`config.mk`:
```
export PLATFORM = sky130hd
export DESIGN_NAME = alu_arbiter
export DESIGN_NICKNAME = d
export VERILOG_FILES = /design/src/rtl/alu_arbiter.sv
export SDC_FILE = /design/constraint.sdc
export NUM_CORES = 1
export LEC_CHECK = 0
export BUFFER_PORTS_ARGS = -buffer_cell sky130_fd_sc_hd__buf_2
export CAP_MARGIN = 5
export CELL_PAD_IN_SITES_DETAIL_PLACEMENT = 0
export CELL_PAD_IN_SITES_GLOBAL_PLACEMENT = 1
export CORE_MARGIN = 2
export CORE_UTILIZATION = 28
export DETAILED_ROUTE_END_ITERATION = 7
export GPL_TIMING_DRIVEN = 0
export PLACE_DENSITY = 0.82
export SYNTH_ARGS = -nofsm -noshare
export SYNTH_HDL_FRONTEND = slang
export SYNTH_SLANG_ARGS = --single-unit
export TNS_END_PERCENT = 30
```
`constraint.sdc`:
```
create_clock -name clk -period 1.1 [get_ports clk]
set_input_delay 0.055 -clock clk [delete_from_list [all_inputs] [get_ports clk]]
set_output_delay 0.055 -clock clk [all_outputs]
set_load 0.1 [all_outputs]
```
`src/rtl/alu_arbiter.sv`:
```
// Round-robin arbiter sharing one combinational ALU between two valid/ready requesters.
// Optional response timeout is enabled by defining ALU_ARBITER_TIMEOUT_EN.
//
// state | meaning
// ------+-----------------------------------------------------------
// IDLE  | waiting for a request; grants one port and latches operands
// EXEC  | ALU settles on registered operands; result captured at edge
// RESP  | result presented to owner until it accepts (or times out)
module alu_arbiter #(
  parameter int W           = 4,
  parameter int RSP_TIMEOUT = 255
) (
  input  logic           clk,
  input  logic           rst,
  input  logic           req0_valid,
  output logic           req0_ready,
  input  logic [W-1:0]   req0_op1,
  input  logic [W-1:0]   req0_op2,
  input  logic [2:0]     req0_opcode,
  input  logic           req1_valid,
  output logic           req1_ready,
  input  logic [W-1:0]   req1_op1,
  input  logic [W-1:0]   req1_op2,
  input  logic [2:0]     req1_opcode,
  output logic           rsp0_valid,
  input  logic           rsp0_ready,
  output logic           rsp1_valid,
  input  logic           rsp1_ready,
  output logic [W+3:0]   rsp_result,
  output logic [W-1:0]   alu_op1,
  output logic [W-1:0]   alu_op2,
  output logic [2:0]     alu_opcode,
  input  logic [W-1:0]   alu_out,
  input  logic           alu_carry,
  input  logic           alu_overflow,
  input  logic           alu_compare,
  input  logic           alu_equal,
  output logic           busy,
  output logic           last_grant
`ifdef ALU_ARBITER_TIMEOUT_EN
  ,
  output logic           timeout_err
`endif
);

  typedef enum logic [1:0] {
    IDLE = 2'd0,
    EXEC = 2'd1,
    RESP = 2'd2
  } state_t;

  state_t state, state_nxt;
  logic   owner;
  logic   rr_ptr;
  logic   req_any;
  logic   grant_port;
  logic   rsp_hs;
  logic   leave_resp;

`ifdef ALU_ARBITER_TIMEOUT_EN
  localparam int CW = (RSP_TIMEOUT > 1) ? $clog2(RSP_TIMEOUT) : 1;
  logic [CW-1:0] wait_cnt;
  logic          rsp_drop;
`endif

  assign req_any    = req0_valid | req1_valid;
  // Contention resolves by rr_ptr; a lone requester wins regardless of it.
  assign grant_port = (req0_valid & req1_valid) ? rr_ptr : req1_valid;
  assign rsp_hs     = owner ? rsp1_ready : rsp0_ready;
  assign busy       = (state != IDLE);
  assign last_grant = owner;

  always_comb begin
    state_nxt  = state;
    req0_ready = 1'b0;
    req1_ready = 1'b0;
    rsp0_valid = 1'b0;
    rsp1_valid = 1'b0;
    leave_resp = 1'b0;
`ifdef ALU_ARBITER_TIMEOUT_EN
    rsp_drop   = 1'b0;
`endif
    case (state)
      IDLE: begin
        if (req_any) begin
          req0_ready = ~grant_port;
          req1_ready = grant_port;
          state_nxt  = EXEC;
        end
      end
      EXEC: begin
        state_nxt = RESP;
      end
      RESP: begin
        rsp0_valid = ~owner;
        rsp1_valid = owner;
        if (rsp_hs) begin
          leave_resp = 1'b1;
          state_nxt  = IDLE;
        end
`ifdef ALU_ARBITER_TIMEOUT_EN
        else if (wait_cnt == '0) begin
          leave_resp = 1'b1;
          rsp_drop   = 1'b1;
          state_nxt  = IDLE;
        end
`endif
      end
      default: begin
        state_nxt = IDLE;
      end
    endcase
  end

  always_ff @(posedge clk) begin
    if (rst) begin
      state      <= IDLE;
      owner      <= 1'b0;
      rr_ptr     <= 1'b0;
      alu_op1    <= '0;
      alu_op2    <= '0;
      alu_opcode <= '0;
      rsp_result <= '0;
    end else begin
      state <= state_nxt;
      if (state == IDLE && req_any) begin
        owner      <= grant_port;
        alu_op1    <= grant_port ? req1_op1    : req0_op1;
        alu_op2    <= grant_port ? req1_op2    : req0_op2;
        alu_opcode <= grant_port ? req1_opcode : req0_opcode;
      end
      if (state == EXEC) begin
        rsp_result <= {alu_overflow, alu_carry, alu_equal, alu_compare, alu_out};
      end
      if (leave_resp) begin
        rr_ptr <= ~owner;
      end
    end
  end

`ifdef ALU_ARBITER_TIMEOUT_EN
  // Down-counter loaded on RESP entry; terminal count at zero ends the wait.
  always_ff @(posedge clk) begin
    if (rst) begin
      wait_cnt    <= '0;
      timeout_err <= 1'b0;
    end else begin
      if (state == EXEC) begin
        wait_cnt <= CW'(RSP_TIMEOUT - 1);
      end else if (state == RESP && wait_cnt != '0) begin
        wait_cnt <= wait_cnt - 1'b1;
      end
      if (rsp_drop) begin
        timeout_err <= 1'b1;
      end
    end
  end
`endif

endmodule

```
## Yosys cells after proc, flatten, opt, wreduce, memory -nomap -nowiden

Index checks and enable logic that the tools add are counted.

| operators by class | value |
|---|---|
| bitwise gates (word level) | 4 |
| mux-type cells | 16 |
| reduce and logical (&&, ||, !) cells | 4 |
| equality and inequality tests | 4 |

Operators with widths:

| kind | count |
|---|---|
| 2-to-1 mux 1 bit | 10 |
| 2-to-1 mux 4 bit | 2 |
| case mux 2 bit (3 select lines) | 1 |
| 2-to-1 mux 2 bit | 2 |
| inequality test 2 bit (second input constant) | 2 |
| 2-to-1 mux 3 bit | 1 |
| == test 2 x 1 -> 1 bit (second input constant) | 1 |
| == test 2 bit (second input constant) | 1 |
| logical NOT 2 bit | 1 |
| NOT 1 bit | 2 |
| AND reduction 2 bit | 1 |
| nonzero test 2 bit | 1 |
| AND 1 bit | 1 |
| logical AND 1 bit | 1 |
| OR 1 bit | 1 |

| storage, ports and cells | value |
|---|---|
| logic and storage cells | 35 |
| bits in registers | 23 |
| bits of input ports | 36 |

## Logic depth before layout (Yosys ltp)

Gate-level depths: netlist of the first run.

| logic depth | value |
|---|---|
| word-level depth | 5 |
| depth in mapped cells | 5 |
| depth with buffers taken out | 4 |

## Worst setup path before layout of the first run

Ideal clock, no wire load.

| path | value |
|---|---|
| kind | register to output |
| from | register owner, in the netlist last_grant |
| to | output port rsp0_valid |
| arrival | 2,181 ps |
| setup slack | -1,136 ps |
| required time | 1,045 ps |
| stages on the path, launching flop included | 2 |
| path buffers | 0 |
| path through | dfxtp_1 -> nor2b_1 |

| on the way | value |
|---|---|
| longest elaborated chain between the ends | 2 |

RTL lines:

| what | RTL line | source |
|---|---|---|
| from (decl) | 53 | `logic owner;` |
| from (signal assigned) | 127 | `owner <= grant_port;` |
| NOT 1 bit | 95 | `rsp0_valid = ~owner;` |
| 2-to-1 mux 1 bit | 83 | `case (state)` |
| to (decl) | 25 | `output logic rsp0_valid,` |

No other way between the ends.

## Final worst setup path of the first run

| path | value |
|---|---|
| from | register state[0] |
| to | output port req0_ready |

| on the way | value |
|---|---|
| longest elaborated chain between the ends | 2 |

RTL lines:

| what | RTL line | source |
|---|---|---|
| from (decl) | 52 | `state_t state, state_nxt;` |
| from (signal assigned) | 125 | `state <= state_nxt;` |
| logical NOT 2 bit | 83 |  |
| 2-to-1 mux 1 bit | 83 |  |
| to (decl) | 16 | `output logic req0_ready,` |

No other way between the ends.

==> flow_summary.toml, run 1 <==
[status]
status = "finished with violations"
violations = "negative setup slack"

[sta]
drv_slew = 0
period_minus_slack_ns = 1.305
final.setup.worst_slack_ns = -0.2050
fin_crit_sh = 1.186
fin_tns_setup_ns = -1.614
rsz0062_at_grt = "true"
fin_worst_skew_ns = 0.001672
max_freq_mhz = 766.3
holdWs_ns = 0.01595
finalSetupViolCount = 16
tightest_slew_ns = 0.4917
relSlewSlack = 0.6745
final_hold_viol_count = 0

[final_layout]
area_growth_pct = 62.02
layout.nets = 242
num-fill-cells = 404
multi_input_area_sq_um = 633.1
insertedDiodeCount = 0
fin_area_sq_mm = 0.001831
drive_gt1_frac = 0.6049
seqCellArea_sq_um = 483.0

[pwr]
p_int_uw = 1593
leakage_uw = 0.0007768
max-vdd-ir-drop_mv = 0.5289
p_clk_frac = 0.186
powerDensity_mw_per_mm2 = 1577
p_switching_uw = 1294
total_power_uw = 2887
sw_frac_of_total = 0.4483
p_comb_frac = 0.477
power_frac_seq = 0.337

[drt]
wl_per_cell_um = 12.82
drt_pass1_iterations = 4
wl_mm = 3.270
drtIter0Drc = 23
routed_via_density = 4.741
via_count = 1209
antenna_left = 0
drc = 0

[synthesis]
synth.avg_cell_area_sq_um = 8.758
ys_seq_area_frac = 0.4075
syn_inst = 129
async_flop_share = 0
synth_cell_types = 29
syn_nets = 165
netlist_area_sq_mm = 0.001130
synth_ff_type = "dfxtp_1"
yosys_warnings = 0
synth-seq-cells = 23
synth_edf_count = 0

[worst_setup_path]
crit_buf_inv = 2
worstRegToRegCells = 6
reg2reg_slack_ns = -0.10
worstPathMaxFanout = 4
slowest_stage = "dfxtp_2"
crit_path_end_kind = "output port"
critical_path_required_ns = 1.04
max_stage_delay_ns = 0.34
r2r_start = "state[0]$_SDFFE_PP0P_"
startpoint_type = "flop"
cp.arrival_ns = 1.25
reg2reg_to = "alu_opcode[2]$_SDFFE_PP0P_"
path_cells = "nor2_4 -> buf_6 -> nand2_4 -> a21oi_4 -> buf_12"
crit_type = "flop to output port"
critical_path.top_delay_family = "flip-flops"

[cts]
clkLatencyLatePin_ns = 0.26
hold_buffers = 0
htreeDepth = 1
numCtsBuffers = 3
clk_pin_slew_ns = 0.08
cts_root_buf = "clkbuf_8"
clock_path_buffers = 2
clock_sinks = 23
cts_tree = "yes"

[min_path]
hold_path.startpoint = "rst"
holdPathEnd = "alu_op2[2]$_SDFFE_PP0P_"
holdPathStages = 2
hold_class = "input port to flop"

[global_route]
overflow = 0
grt_pass1_vias = 1092
grt_antenna_before_repair = 0
grt_start_max_net_pins = 13
grt_first_pass_wirelength_mm = 4.836
grt_usage = 0.1379

[floorplanning]
core_area_sq_mm = 0.003943
die_w_um = 67.52
initial_core_util = 0.2866
ios = 61
die_y_um = 67.52
die-area_sq_mm = 0.004559
rows = 23

[placed_design]
dpl_cell_area_sq_mm = 0.001545
io_buffers = 60
place_congestion = 0.6564
hpwl_mm = 2.293

[job]
maxCapViolCount = 0
## cell type report
| class | count | area share |
|---|---|---|
| Buffer | 11 | 0.04990 |
| Clock buffer | 4 | 0.02461 |
| Inverter | 4 | 0.01162 |
| Multi-Input combinational cell | 91 | 0.3459 |
| Sequential cell | 23 | 0.2638 |
| Tap cell | 50 | 0.03418 |
| Timing Repair Buffer | 72 | 0.2700 |
## cell usage in the layout (no fill, tap or decap), drive strengths merged
cell,n
a2111oi,1
a21oi,23
a311oi,11
and2,1
and2b,2
and3,1
buf,72
clkbuf,15
clkinvlp,1
dfxtp,23
inv,3
mux2i,1
nand2,17
nand2b,2
nand3,12
nor2,5
nor2b,2
o21ai,12
or2,1
## metrics by stage
| step | std cells | utilization | worst slack, ns |
|---|---|---|---|
| final | 255 | 0.4643 | -0.2050 |
| after global routing | 255 | 0.4643 | -0.2555 |
| after CTS | 252 | 0.4494 | -0.1899 |
| after detailed placement | 239 | 0.3919 | -0.3780 |
| after global placement | 239 | 0.3919 | -0.3657 |
| after floorplan | 129 | - | -0.2135 |
## worst reg2reg max path, stage by stage, from the launching register on
cell	delay [ns]
dfxtp_2	0.34
nor2_4	0.12
buf_4	0.16
inv_4	0.05
nor2_4	0.15
buf_6	0.16
a311oi_2	0.10
## worst max path at each step
| stage | startpoint | depth (start not counted) | slack [ns] | end |
|---|---|---|---|---|
| finish | state[0]$_SDFFE_PP0P_ | 5 | -0.21 | req0_ready |
| global route | state[0]$_SDFFE_PP0P_ | 5 | -0.26 | req0_ready |
| CTS | state[0]$_SDFFE_PP0P_ | 5 | -0.19 | req0_ready |
| detailed placement | rr_ptr$_SDFFE_PP0P_ | 5 | -0.38 | req1_ready |
| global placement | rr_ptr$_SDFFE_PP0P_ | 5 | -0.37 | req1_ready |
| floorplan | alu_op1[0]$_SDFFE_PP0P_ | 2 | -0.21 | alu_op1[0]$_SDFFE_PP0P_ |
## what timing repair did
item / 4_1_cts / 5_1_grt
setup buffers: 9 / 2
setup endpoints to repair: 19 / 35
pin swaps: 4 / 1
gates resized for setup: 31 / 18
hold endpoints to repair: 0 / 0
gates cloned: 0 / 1
## Yosys cell counts (2+ instances only)
| master | n | area [sq um] |
|---|---|---|
| a311oi_2 | 10 | 150.1 |
| nor2_1 | 4 | 15.01 |
| o21ai_0 | 10 | 50.05 |
| buf_2 | 5 | 25.02 |
| nand2_1 | 17 | 63.81 |
| inv_2 | 2 | 7.510 |
| buf_4 | 2 | 15.01 |
| nor2b_1 | 2 | 12.51 |
| o21ai_1 | 2 | 10.01 |
| dfxtp_1 | 23 | 460.4 |
| inv_1 | 2 | 7.510 |
| nand3_1 | 12 | 60.06 |
| a21oi_1 | 22 | 110.1 |
## metal layers
metal | wire length [um] | GRT usage
met1 | 1483 | 0.1729
met2 | 1569 | 0.2402
met3 | 177 | 0.02500
met4 | 40 | 0.03827
met5 | 0 | 0
## registers in the layout (all words and copies together), names as in the netlist
name        flops
alu_op1         4
alu_op2         4
alu_opcode      3
last_grant      1
rr_ptr          1
rsp_result      8
state           2
## cell families (layout without fill, tap and decap cells)
logic type             count (synthesis)  after routing  synth area share
AOI/OAI and AO/OA                     47             47            0.3123
and+or+nand+nor                       43             43            0.1916
muxes                                  1              1          0.008860
DFF                                   23             23            0.4075
buffers and inverters                 15             91           0.07972
## power groups by stage
stage                     logic (uW)  clock network (uW)  registers, uW
final                           1380                 537            974
after global routing            1440                 569            983
after CTS                       1330                 534            975
after detailed placement        1190                   0            993
after global placement          1190                   0            992
after floorplan                  459                   0           1510
No activity file was read; power rests on OpenSTA's default activity.
==> run 2, diff against run 1 <==
--- a/config.mk
+++ b/config.mk
@@ -14,6 +14,7 @@
 export DETAILED_ROUTE_END_ITERATION = 7
 export GPL_TIMING_DRIVEN = 0
 export PLACE_DENSITY = 0.82
+export SETUP_SLACK_MARGIN = 0.15
 export SYNTH_ARGS = -nofsm -noshare
 export SYNTH_HDL_FRONTEND = slang
 export SYNTH_SLANG_ARGS = --single-unit
==> run 2 against run 1 <==
Against the previous run: the flow still finishes with violations (negative setup slack); worst hold slack improved by 0.0081 ns; routed wire length rose by 12%; cell count fell by 0.78%; critical endpoint is now req1_ready; utilization rose by 3.9 points; largest cell class unchanged; clock skew rose by 0.0024 ns; highest routed layer unchanged; sequential share of layout area fell by 2.0 points; total power rose by 3.3%; die area did not move.
==> flow_summary.toml, run 2 (synthesized netlist as in run 1, its figures left out) <==
[final_layout]
multi_input_area_sq_um = 693.2
layout_commonest_cell = "buf_2"
largest_reg_flops = 8
layout.nets = 240
reg_top3 = "rsp_result x8, alu_op1 x4, alu_op2 x4"
drive_gt1_frac = 0.6700
insertedDiodeCount = 0
num-fill-cells = 361
seqCellArea_sq_um = 484.2
area_growth_pct = 75.75
final_cell_mix = "37 x buf_2, 26 x buf_6, 20 x a21oi_1"
top_register = "rsp_result"

[worst_setup_path]
path_cells = "nand2b_4 -> buf_6 -> nand3_4 -> clkinvlp_4 -> buf_12"
cp.arrival_ns = 1.26
slowest_stage = "dfxtp_2"
max_stage_delay_ns = 0.36
worstPathMaxFanout = 4
critical_path.top_delay_family = "buffers and inverters"
crit_buf_inv = 3
reg2reg_to = "alu_opcode[2]$_SDFFE_PP0P_"
crit_path_end_kind = "output port"
worstRegToRegCells = 5
worstSetupPathDepth = 5
crit_type = "flop to output port"
critical_path_required_ns = 1.04
reg2reg_slack_ns = -0.11
startpoint_type = "flop"
r2r_start = "rr_ptr$_SDFFE_PP0P_"

[status]
violations = "negative setup slack"
status = "finished with violations"

[floorplanning]
die_w_um = 67.52
die-area_sq_mm = 0.004559
initial_core_util = 0.2866
rows = 23
ios = 61
die_y_um = 67.52
core_area_sq_mm = 0.003943

[cts]
cts_tree = "yes"
hold_buffers = 0
clock_sinks = 23
clkLatencyLatePin_ns = 0.26
numCtsBuffers = 3
clock_path_buffers = 2
htreeDepth = 1
clk_pin_slew_ns = 0.08
cts_root_buf = "clkbuf_8"

[global_route]
grt_first_pass_wirelength_mm = 5.395
grt_usage = 0.1569
grt_pass1_vias = 1133
grt_start_max_net_pins = 13
grt_antenna_before_repair = 0
overflow = 0

[sta]
finalSetupViolCount = 16
fin_crit_sh = 1.195
rsz0062_at_grt = "true"
period_minus_slack_ns = 1.315
fin_worst_skew_ns = 0.004050
final_hold_viol_count = 0
drv_slew = 0
holdWs_ns = 0.02410
tightest_slew_ns = 0.4502
relSlewSlack = 0.6999
max_freq_mhz = 760.6
final.setup.worst_slack_ns = -0.2147

[pwr]
leakage_uw = 0.0008061
max-vdd-ir-drop_mv = 0.4790
powerDensity_mw_per_mm2 = 1502

[min_path]
holdPathStages = 3
hold_class = "input port to flop"
holdPathEnd = "rsp_result[5]$_SDFFE_PP0N_"
hold_path.startpoint = "alu_equal"

[drt]
routed_via_density = 4.866
via_count = 1231
antenna_left = 0
drtIter0Drc = 48
drc = 0
wl_per_cell_um = 14.48
drt_pass1_iterations = 4
wl_mm = 3.663

[placed_design]
place_congestion = 0.6983
io_buffers = 60
dp_slack_ns = -0.3926
hpwl_mm = 2.314

[job]
maxCapViolCount = 0
==> run 2: cell count changes in the layout (fill, tap and decap cells not counted), sizes merged <==
cell    delta
buf        +6
clkbuf     -8
==> run 2: metrics by stage <==
step / setup TNS (ns) / area [sq um] / utilization / power, uW / instances
5_1_grt: -2.620 / 1986 / 0.5037 / 3095 / 253
3_3_place_gp: -2.080 / 1556 / 0.3948 / 2190 / 239
3_5_place_dp: -2.143 / 1556 / 0.3948 / 2194 / 239
2_1_floorplan: -3.045 / 1194 / - / 1973 / 129
6_report: -1.761 / 1986 / 0.5037 / 2983 / 253
4_1_cts: -1.906 / 1909 / 0.4843 / 2938 / 253
==> run 2: layout make-up <==
type                    count  area share
well taps                  50     0.03151
flip-flops and latches     23      0.2439
multi-input cells          91      0.3491
inverters                   4     0.01071
clock buffers               4     0.02268
repair buffers             70      0.2949
plain buffers              11     0.04726
==> run 2: worst max path at each step <==
stage	startpoint	endpoint	slack, ns
after floorplan	state[1]$_SDFFE_PP0P_	req0_ready	-0.20
after global placement	rr_ptr$_SDFFE_PP0P_	req1_ready	-0.40
after detailed placement	rr_ptr$_SDFFE_PP0P_	req1_ready	-0.39
after CTS	state[0]$_SDFFE_PP0P_	req0_ready	-0.21
after global routing	state[0]$_SDFFE_PP0P_	req0_ready	-0.26
final	rr_ptr$_SDFFE_PP0P_	req1_ready	-0.21
==> run 2: worst min-delay path: cells and delay by family <==
family                 cells  cell delay (ns)
buffers and inverters      1             0.10
AO/OA/AOI/OAI              1             0.05
AND/OR/NAND/NOR            1             0.05
==> run 2: repair_timing <==
item                                    4_1_cts  5_1_grt
buffers inserted                              8        0
gates cloned                                  2        0
pin swaps                                    12        5
resized for setup                            75       23
endpoints found under the setup margin       46       45
==> run 2: metal layers <==
metal / global-route usage / share of wire / up-vias
met4: 0.06122 / 0.016 / 0
met3: 0.02333 / 0.057 / 6
li1: - / - / 618
met5: 0 / 0 / -
met2: 0.2745 / 0.53 / 41
met1: 0.1918 / 0.40 / 566
==> run 2: power by group <==
group | internal [uW] | switching (uW) | leakage (uW)
clock network | 258 | 263 | 0.0000228
registers | 924 | 67.7 | 0.000195
logic | 479 | 990 | 0.000588
